[config.mk]
export PLATFORM = sky130hd
export DESIGN_NAME = mem_wb_skid_flat
export DESIGN_NICKNAME = d
export VERILOG_FILES = /design/src/rtl/mem_wb_skid_if.sv /design/src/rtl/mem_wb_skid.sv /design/src/flat_wrapper.sv
export SDC_FILE = /design/constraint.sdc
export NUM_CORES = 1
export LEC_CHECK = 0
export ABC_AREA = 1
export CAP_MARGIN = 20
export CORE_MARGIN = 5
export CORE_UTILIZATION = 45
export CTS_CLUSTER_SIZE = 28
export DETAILED_ROUTE_END_ITERATION = 12
export PLACE_DENSITY = 0.72
export SYNTH_ARGS = -nofsm -noshare
export SYNTH_HDL_FRONTEND = slang
export SYNTH_SLANG_ARGS = --single-unit
[constraint.sdc]
create_clock -name clk -period 2.2 [get_ports clk]
set_input_delay 0.55 -clock clk [delete_from_list [all_inputs] [get_ports clk]]
set_output_delay 0.55 -clock clk [all_outputs]
set_load 0.01 [all_outputs]
[src/rtl/mem_wb_skid_if.sv]
// MEM/WB skid stage bundle interface.
// Carries the upstream handshake and payload, the downstream handshake and head-bundle fields,
// the writeback value/enable, the occupancy count and the synchronous flush.
// Modports:
//   master - environment side: drives flush, in_valid, *_in payload and out_ready.
//   slave  - the stage itself: drives in_ready, out_valid, head fields, wb_data, wb_we, count.
interface mem_wb_skid_if #(
  parameter int unsigned DW = 32,
  parameter int unsigned RW = 5,
  parameter int unsigned MW = 2
) ();
  logic          flush;
  // upstream side
  logic          in_valid;
  logic          in_ready;
  logic [DW-1:0] pc_in;
  logic [DW-1:0] aluresult_in;
  logic [DW-1:0] memdata_in;
  logic [RW-1:0] swdst_in;
  logic          regwrite_in;
  logic [MW-1:0] memtoreg_in;
  // downstream side
  logic          out_valid;
  logic          out_ready;
  logic [DW-1:0] pc;
  logic [DW-1:0] aluresult;
  logic [DW-1:0] memdata;
  logic [RW-1:0] swdst;
  logic          regwrite;
  logic [MW-1:0] memtoreg;
  logic [DW-1:0] wb_data;
  logic          wb_we;
  logic [1:0]    count;

  modport master (
    output flush, in_valid, pc_in, aluresult_in, memdata_in, swdst_in, regwrite_in, memtoreg_in,
    output out_ready,
    input  in_ready, out_valid, pc, aluresult, memdata, swdst, regwrite, memtoreg,
    input  wb_data, wb_we, count
  );

  modport slave (
    input  flush, in_valid, pc_in, aluresult_in, memdata_in, swdst_in, regwrite_in, memtoreg_in,
    input  out_ready,
    output in_ready, out_valid, pc, aluresult, memdata, swdst, regwrite, memtoreg,
    output wb_data, wb_we, count
  );
endinterface

[src/rtl/mem_wb_skid.sv]
// MEM/WB pipeline register with a two-entry skid buffer.
// Holds a head entry (drives the outputs) and a skid entry that absorbs one extra bundle when
// writeback stalls, so in_ready is a pure function of state and never depends on out_ready.
// Also selects the writeback value and qualifies the register-file write enable.
// Ports:
//   clk  - clock, all state updates on the rising edge.
//   rst  - asynchronous active-low reset.
//   bus  - mem_wb_skid_if.slave: flush, in_* handshake/payload, out_* handshake/head fields,
//          wb_data, wb_we and the 0..2 occupancy count.
module mem_wb_skid #(
  parameter int unsigned DW = 32,
  parameter int unsigned RW = 5,
  parameter int unsigned MW = 2
) (
  input  logic          clk,
  input  logic          rst,
  mem_wb_skid_if.slave  bus
);

  typedef struct packed {
    logic [DW-1:0] pc;
    logic [DW-1:0] aluresult;
    logic [DW-1:0] memdata;
    logic [RW-1:0] swdst;
    logic          regwrite;
    logic [MW-1:0] memtoreg;
  } entry_t;

  // Encoding doubles as the count output.
  typedef enum logic [1:0] {
    StEmpty = 2'd0,
    StOne   = 2'd1,
    StFull  = 2'd2
  } state_e;

  state_e state_q, state_d;
  entry_t head_q, head_d;
  entry_t skid_q, skid_d;
  entry_t in_entry;

  logic in_ready;
  logic out_valid;
  logic accept;
  logic release_head;

  assign in_entry = '{
    pc:        bus.pc_in,
    aluresult: bus.aluresult_in,
    memdata:   bus.memdata_in,
    swdst:     bus.swdst_in,
    regwrite:  bus.regwrite_in,
    memtoreg:  bus.memtoreg_in
  };

  // Handshake decode straight from state: no in_valid/out_ready to in_ready path.
  assign in_ready     = (state_q != StFull);
  assign out_valid    = (state_q != StEmpty);
  assign accept       = bus.in_valid & in_ready;
  assign release_head = out_valid & bus.out_ready;

  // State register
  always_ff @(posedge clk or negedge rst) begin
    if (!rst) begin
      state_q <= StEmpty;
    end else begin
      state_q <= state_d;
    end
  end

  // Next-state logic
  always_comb begin
    state_d = state_q;
    if (bus.flush) begin
      state_d = StEmpty;
    end else begin
      unique case (state_q)
        StEmpty: if (accept) state_d = StOne;
        StOne: begin
          if (accept && !release_head) begin
            state_d = StFull;
          end else if (!accept && release_head) begin
            state_d = StEmpty;
          end
        end
        StFull:  if (release_head) state_d = StOne;
        default: state_d = StEmpty;
      endcase
    end
  end

  // Entry payload next-state: entries only change when loaded, flushed or reset.
  always_comb begin
    head_d = head_q;
    skid_d = skid_q;
    if (bus.flush) begin
      // Flush kills write intent but leaves the payload visible for debug.
      head_d.regwrite = 1'b0;
      skid_d.regwrite = 1'b0;
    end else begin
      unique case (state_q)
        StEmpty: if (accept) head_d = in_entry;
        StOne: begin
          if (accept && release_head) begin
            head_d = in_entry;
          end else if (accept) begin
            skid_d = in_entry;
          end
        end
        StFull:  if (release_head) head_d = skid_q;
        default: ;
      endcase
    end
  end

  always_ff @(posedge clk or negedge rst) begin
    if (!rst) begin
      head_q <= '0;
      skid_q <= '0;
    end else begin
      head_q <= head_d;
      skid_q <= skid_d;
    end
  end

  // Outputs
  always_comb begin
    bus.in_ready  = in_ready;
    bus.out_valid = out_valid;
    bus.count     = state_q;
    bus.pc        = head_q.pc;
    bus.aluresult = head_q.aluresult;
    bus.memdata   = head_q.memdata;
    bus.swdst     = head_q.swdst;
    bus.memtoreg  = head_q.memtoreg;
    bus.regwrite  = head_q.regwrite & out_valid;
    if (head_q.memtoreg == MW'(0)) begin
      bus.wb_data = head_q.aluresult;
    end else if (head_q.memtoreg == MW'(1)) begin
      bus.wb_data = head_q.memdata;
    end else begin
      bus.wb_data = head_q.pc + DW'(4);
    end
    // r0 is hardwired zero, so never request a write to it.
    bus.wb_we = release_head & head_q.regwrite & (head_q.swdst != '0);
  end

endmodule
[src/flat_wrapper.sv]
// flat-port wrapper written by rule: the top's interface ports become plain ports
module mem_wb_skid_flat 
#(
  parameter int unsigned DW = 32,
  parameter int unsigned RW = 5,
  parameter int unsigned MW = 2
)
  (clk, rst, bus_flush, bus_in_valid, bus_pc_in, bus_aluresult_in, bus_memdata_in, bus_swdst_in, bus_regwrite_in, bus_memtoreg_in, bus_out_ready, bus_in_ready, bus_out_valid, bus_pc, bus_aluresult, bus_memdata, bus_swdst, bus_regwrite, bus_memtoreg, bus_wb_data, bus_wb_we, bus_count);
  mem_wb_skid_if #(.DW(DW), .RW(RW), .MW(MW)) bus_i ();
  input  logic clk;
  input  logic rst;
  input wire logic [$bits(bus_i.flush)-1:0] bus_flush;
  input wire logic [$bits(bus_i.in_valid)-1:0] bus_in_valid;
  input wire logic [$bits(bus_i.pc_in)-1:0] bus_pc_in;
  input wire logic [$bits(bus_i.aluresult_in)-1:0] bus_aluresult_in;
  input wire logic [$bits(bus_i.memdata_in)-1:0] bus_memdata_in;
  input wire logic [$bits(bus_i.swdst_in)-1:0] bus_swdst_in;
  input wire logic [$bits(bus_i.regwrite_in)-1:0] bus_regwrite_in;
  input wire logic [$bits(bus_i.memtoreg_in)-1:0] bus_memtoreg_in;
  input wire logic [$bits(bus_i.out_ready)-1:0] bus_out_ready;
  output wire logic [$bits(bus_i.in_ready)-1:0] bus_in_ready;
  output wire logic [$bits(bus_i.out_valid)-1:0] bus_out_valid;
  output wire logic [$bits(bus_i.pc)-1:0] bus_pc;
  output wire logic [$bits(bus_i.aluresult)-1:0] bus_aluresult;
  output wire logic [$bits(bus_i.memdata)-1:0] bus_memdata;
  output wire logic [$bits(bus_i.swdst)-1:0] bus_swdst;
  output wire logic [$bits(bus_i.regwrite)-1:0] bus_regwrite;
  output wire logic [$bits(bus_i.memtoreg)-1:0] bus_memtoreg;
  output wire logic [$bits(bus_i.wb_data)-1:0] bus_wb_data;
  output wire logic [$bits(bus_i.wb_we)-1:0] bus_wb_we;
  output wire logic [$bits(bus_i.count)-1:0] bus_count;
  assign bus_i.flush = bus_flush;
  assign bus_i.in_valid = bus_in_valid;
  assign bus_i.pc_in = bus_pc_in;
  assign bus_i.aluresult_in = bus_aluresult_in;
  assign bus_i.memdata_in = bus_memdata_in;
  assign bus_i.swdst_in = bus_swdst_in;
  assign bus_i.regwrite_in = bus_regwrite_in;
  assign bus_i.memtoreg_in = bus_memtoreg_in;
  assign bus_i.out_ready = bus_out_ready;
  assign bus_in_ready = bus_i.in_ready;
  assign bus_out_valid = bus_i.out_valid;
  assign bus_pc = bus_i.pc;
  assign bus_aluresult = bus_i.aluresult;
  assign bus_memdata = bus_i.memdata;
  assign bus_swdst = bus_i.swdst;
  assign bus_regwrite = bus_i.regwrite;
  assign bus_memtoreg = bus_i.memtoreg;
  assign bus_wb_data = bus_i.wb_data;
  assign bus_wb_we = bus_i.wb_we;
  assign bus_count = bus_i.count;
  mem_wb_skid #(.DW(DW), .RW(RW), .MW(MW)) u_core (.clk(clk), .rst(rst), .bus(bus_i));
endmodule
---- After elaboration in Yosys (flattened, before gate mapping) ----
Index checks and enable logic that the tools add are counted.
storage, ports and cells
  register bits ........................... 210
  memories ................................ 0
  bits in read-only memories .............. 0
  bits in latches ......................... 0
  memory bits (writable) .................. 0
  input port bits ......................... 109
  output and inout port bits .............. 141
cells by class
  $add $sub $neg .......................... 1
  shift-type cells ........................ 0
  bitwise operators ....................... 7
  mux-type cells .......................... 17
  reduce and logical (&&, ||, !) cells .... 18
  divide/modulo/power cells ............... 0
  magnitude comparators ................... 0
  multiply operators ...................... 0
  equal/unequal tests ..................... 12
operators with widths
  operator                                                                  number
  104-bit 2-to-1 mux                                                        3
  104-bit case mux with 3 select lines                                      1
  32-bit 2-to-1 mux                                                         2
  32-bit by 3-bit adder with 32-bit output (second input constant)          1
  2-bit 2-to-1 mux                                                          5
  3-bit 2-to-1 mux                                                          3
  3-bit by 2-bit inequality test with 1-bit output (second input constant)  3
  4-bit AND reduction                                                       2
  2-bit by 1-bit inequality test with 1-bit output (second input constant)  3
  2-bit case mux with 3 select lines                                        1
  3-bit AND reduction                                                       2
  2-bit nonzero test                                                        3
  1-bit bitwise AND                                                         5
  5-bit AND reduction                                                       1
  5-bit nonzero test                                                        1
  2-bit by 1-bit == test with 1-bit output (second input constant)          2
  2-bit logical NOT                                                         2
  2-bit inequality test (second input constant)                             2
  4-bit by 2-bit inequality test with 1-bit output (second input constant)  1
  4-bit nonzero test                                                        1
  1-bit logical AND                                                         3
  3-bit nonzero test                                                        1
  2-bit == test (second input constant)                                     1
  1-bit logical NOT                                                         2
  other kinds (2)                                                           4

---- Longest topological paths before layout ----
  depth after elaboration ................. 8
  depth in mapped cells ................... 11
  gate-level depth less buffers ........... 9

---- Least setup slack after synthesis ----
Ideal clock, no wire load.
  path type ............................... flip-flop to output port
  start point ............................. reg u_core.head_q, in the netlist u_core.bus.memtoreg[1]
  end point ............................... out bus_wb_data[0]
  stages on the path, launching flop included .. 6
  arrival time ............................ 1.509 ns
  path slack .............................. 0.141 ns
  path through ............................ dfrtp_1 clkbuf_1 nor2_2 clkinv_1 clkbuf_1 o21ai_0
on the way
  longest elaborated chain between the ends .. 3
ends and longest elaborated chain
  item                                      RTL line            text
  start: declaration                        mem_wb_skid.sv:37   entry_t head_q, head_d;
  start signal: assignment                  mem_wb_skid.sv:117  head_q <= '0;
  start signal: assignment                  mem_wb_skid.sv:120  head_q <= head_d;
  2-bit by 1-bit == test with 1-bit output  mem_wb_skid.sv:138  end else if (head_q.memtoreg == MW'(1)) begin
  32-bit 2-to-1 mux                         mem_wb_skid.sv:138
  32-bit 2-to-1 mux (*)                     mem_wb_skid.sv:136  if (head_q.memtoreg == MW'(0)) begin
  end: declaration                          flat_wrapper.sv:29  output wire logic [$bits(bus_i.wb_data)-1:0] bus_wb_data;
Mark *: on every way between the ends. The rest lies on a longest branch, timed or not.

---- Final worst setup path ----
  start point ............................. reg u_core.head_q, in the netlist u_core.bus.pc[10]
  end point ............................... out bus_wb_data[29]
on the way
  longest elaborated chain between the ends .. 3
ends and longest elaborated chain
  item                                      RTL line            text
  32-bit by 3-bit adder with 32-bit output  mem_wb_skid.sv:141  bus.wb_data = head_q.pc + DW'(4);
  32-bit 2-to-1 mux                         mem_wb_skid.sv:138
  32-bit 2-to-1 mux                         mem_wb_skid.sv:136
No other way between the ends.

==> key figures <==
GRT
  – Largest net degree at the start of global routing: ~90
  – GRT overflow: 0
  – First-pass GRT wire length: 58200 um
  – Vias in the first global route: 10400
  – Initial antenna violation count: 1
  – GRT Total Usage: 25.7%

Setup path
  – Biggest fanout along the worst timing path: 4
  – R2R depth: 9
  – Path type of the worst setup path: flip-flop to primary output
  – Startpoint types: flip-flop
  – R2R Setup Slk: 100 ps
  – CP cell instances: nand2_2 > nor2_4 > buf_6 > nand2_1 > nor2_2 > buf_6 > nand2_1 > nand2_1 > nand3_1 > nand2_1 > nand2_1 > buf_2
  – Crit path largest cell delay: 420 ps
  – Critical register-to-register path startpoint: u_core.bus.count[1]$_DFFE_PN0P_
  – CP required: 1650 ps
  – CP arrival: 2050 ps
  – CP dominant cell by count: nand2_1
  – Crit end category: primary output
  – Critical R2R Capture: u_core.bus.pc[13]$_DFFE_PN0P_
  – Crit path max-delay family: simple AND/OR/NAND/NOR gates
  – Crit path buffers/inverters: 3
  – CP max-delay cell: dfrtp_2

Yosys
  – Area share of the largest cell type after synthesis: 46.2%
  – Multiplexer area fraction after synthesis: 0%
  – Synth top cells by count: nand2_1 (350), inv_1 (227), dfrtp_1 (210)
  – Post-synth EDFFs: 0
  – Leading area contributor after synthesis: dfrtp_1
  – Area of the mapped netlist: 11400 um2
  – Most numerous cell in the Yosys netlist: nand2_1
  – Area fraction in compound gates after synthesis: between 15 and 20%
  – Prevailing post-synth register cell: dfrtp_1
  – Count of warnings emitted by yosys: 0
  – Synth Area in Simple Gates: 18.9%
  – Synth cell types: 32
  – Syn Inst Count: 1531
  – Synth Area in Adders: less than 1%
  – Syn Area/Cell: approximately 7.4 um2
  – Cells taking the most area after synthesis: dfrtp_1 (46%), nand2_1 (12%), o21ai_0 (8.5%), inv_1 (7.5%), buf_4 (7.3%)
  – Post-synthesis net count: 1643
  – Synth Area in XOR/XNOR: 0.616%
  – Synth Register Bits: 210
  – Seq/Total Area, Yosys: 46.2%
  – Largest family of logic cells by synthesized area: simple AND/OR/NAND/NOR gates
  – Post-synth ARST share: 100%

Run status
  – Status: finished, violations left
  – Failing checks: negative setup slack

Placed design
  – Port bufs: between 200 and 250
  – GP Congestion: ~1
  – Hpwl dp: 28500 um

Timing
  – Minimum clock period: 2600 ps
  – PnR worst setup slack: -401 ps
  – Final slew viol count: 0
  – Setup violations, final: 32
  – Period Utilization, post-route: 118%
  – Final hold vios: 0
  – Fin Hold WS: 26.3 ps
  – Clock skew: 8.63 ps
  – RSZ-0062 raised after global routing: yes
  – Max-Slew Margin vs Limit: 54.3%
  – Setup total negative slack: -9070 ps
  – Max Fclk: 0.384 GHz
  – Least-Margin Pin Slew: roughly 700 ps

Die
  – # rows: 58
  – I/O pins: 250
  – DIE AREA: 28600 um2
  – DIE HEIGHT: 169 um
  – Initial Utilization: 45.5%
  – Die X: ~170 um
  – Area of the core: 25000 um2

Clock tree
  – # H-tree levels: 1
  – Root Driver: clkbuf_16
  – Reg clk slew, reported paths: 60 ps
  – # hold bufs at CTS: 0
  – Total CTS buffers: 24
  – CTS tree: yes
  – Worst-skew pair later-pin latency: around 520 ps
  – Clk sink count: 210
  – Clk buf depth: 3

Route
  – Wire per inst: 17.6 um
  – Remaining DRCs: 0
  – Initial drt markers: 952
  – Vias per cell: 5.00
  – Remaining antenna violation count: 0
  – Total routed wirelength: 38300 um
  – Vias post-DR: 10900
  – Pre-Repair DR Iteration Count: 6

Finish
  – Area delta synth->final: 44.2%
  – ANT cells: 0
  – Nets: 1937
  – Finished Core Util: 65.5%
  – Share of cells above drive strength 1: between 20% and 30%

Pwr
  – Pwr/cell area: 1430 nW/um2
  – Worst vdd ir: 0.845 mV
  – Share of power burned in the clock network: between 10% and 20%
  – P_int: 14100 uW
  – Sw power: 9490 uW
  – Leak: 0.00815 uW
  – Comb pwr share: 53.9%
  – Sw Share: 40.3%
  – Reg power frac: between 20 and 30%

Min path
  – Worst min-delay path class: input pin to asynchronous set/reset pin

Run
  – Max cap viols: 0
==> kinds of logic after synthesis <==
family          Yosys count
fa+ha+maj                 3
flops                   210
buf+inv                 409
compound gates          350
simple gates            551
xor+xnor                  8
==> placed cells by master (no fill, tap or decap), types with 6 or more instances in the layout <==
cell type          n
o21ai_1           23
dlygate4sd2_1      7
inv_2              6
nand3_1           18
clkbuf_1           9
nand3_2           17
nand2_2           43
buf_4            145
xor2_1             7
nand3_4            7
clkdlybuf4s50_1  195
a21oi_1          108
nor2_1           110
nor2_2            19
nand2_1          299
dfrtp_1          201
buf_6             49
buf_2             14
nand2_4            8
dfrtp_2            9
buf_12            19
clkbuf_16         27
o21ai_0          188
nor2_4            21
dlymetal6s2s_1     7
inv_1            220
o221ai_2           6
o22ai_1            9
==> repair_timing <==
action / 4_1_cts / 5_1_grt
pin swaps: 45 / 47
gates cloned: 0 / 2
buffers inserted: 19 / 24
resized for setup: 302 / 120
setup endpoints to repair: 42 / 142
==> sequential cells by signal, indices dropped and copies added (netlist names) <==
register,count
u_core.bus.count,2
u_core.head_q,1
u_core.bus.memdata,32
u_core.bus.swdst,5
u_core.skid_q,104
u_core.bus.pc,32
u_core.bus.aluresult,32
u_core.bus.memtoreg,2
==> metal layers <==
metal | vias to the layer above | wire, um | track usage (%)
met1 | 5176 | 16700 | 36.0
met3 | 70 | 2290 | 3.74
met5 | - | 13 | 0
met2 | 341 | 18200 | 42.5
li1 | 5271 | - | -
met4 | 2 | 1080 | 6.51
==> final cells by class <==
class | instances | area [um2]
multi-input cells | 912 | 4760
inverters | 231 | 882
clock buffers | 36 | 687
flip-flops and latches | 210 | 5270
clock inverters | 6 | 55.1
fillers | 2145 | 8630
well taps | 330 | 413
repair buffers | 446 | 4350
==> worst max path at each step <==
stage | from | end | cells after the start
detailed placement | bus_in_valid | u_core.bus.pc[13]$_DFFE_PN0P_ | 9
global route | u_core.bus.pc[3]$_DFFE_PN0P_ | bus_wb_data[13] | 9
floorplan | u_core.bus.memtoreg[1]$_DFFE_PN0P_ | bus_wb_data[0] | 5
global placement | bus_in_valid | u_core.bus.pc[14]$_DFFE_PN0P_ | 9
CTS | u_core.bus.pc[10]$_DFFE_PN0P_ | bus_wb_data[18] | 10
finish | u_core.bus.pc[10]$_DFFE_PN0P_ | bus_wb_data[29] | 12
==> per-stage QoR <==
stage	setup WS (ps)	power [uW]	area [um2]	cells
2_1_floorplan	141	12500	11400	1531
3_3_place_gp	-390	17800	14500	2088
3_5_place_dp	-416	18000	14500	2088
4_1_cts	-384	22600	15800	2149
5_1_grt	-454	25000	16400	2171
6_report	-401	23500	16400	2171
==> power by group through the flow <==
stage / Sequential (uW) / Clock [uW] / Combinational (uW)
final: 7010 / 3840 / 12700
after detailed placement: 6940 / 0 / 11100
after floorplan: 6570 / 0 / 5980
after global placement: 6870 / 0 / 10900
after CTS: 6930 / 3910 / 11700
after global routing: 7200 / 4050 / 13700
Power figures use the tool's default switching activity.
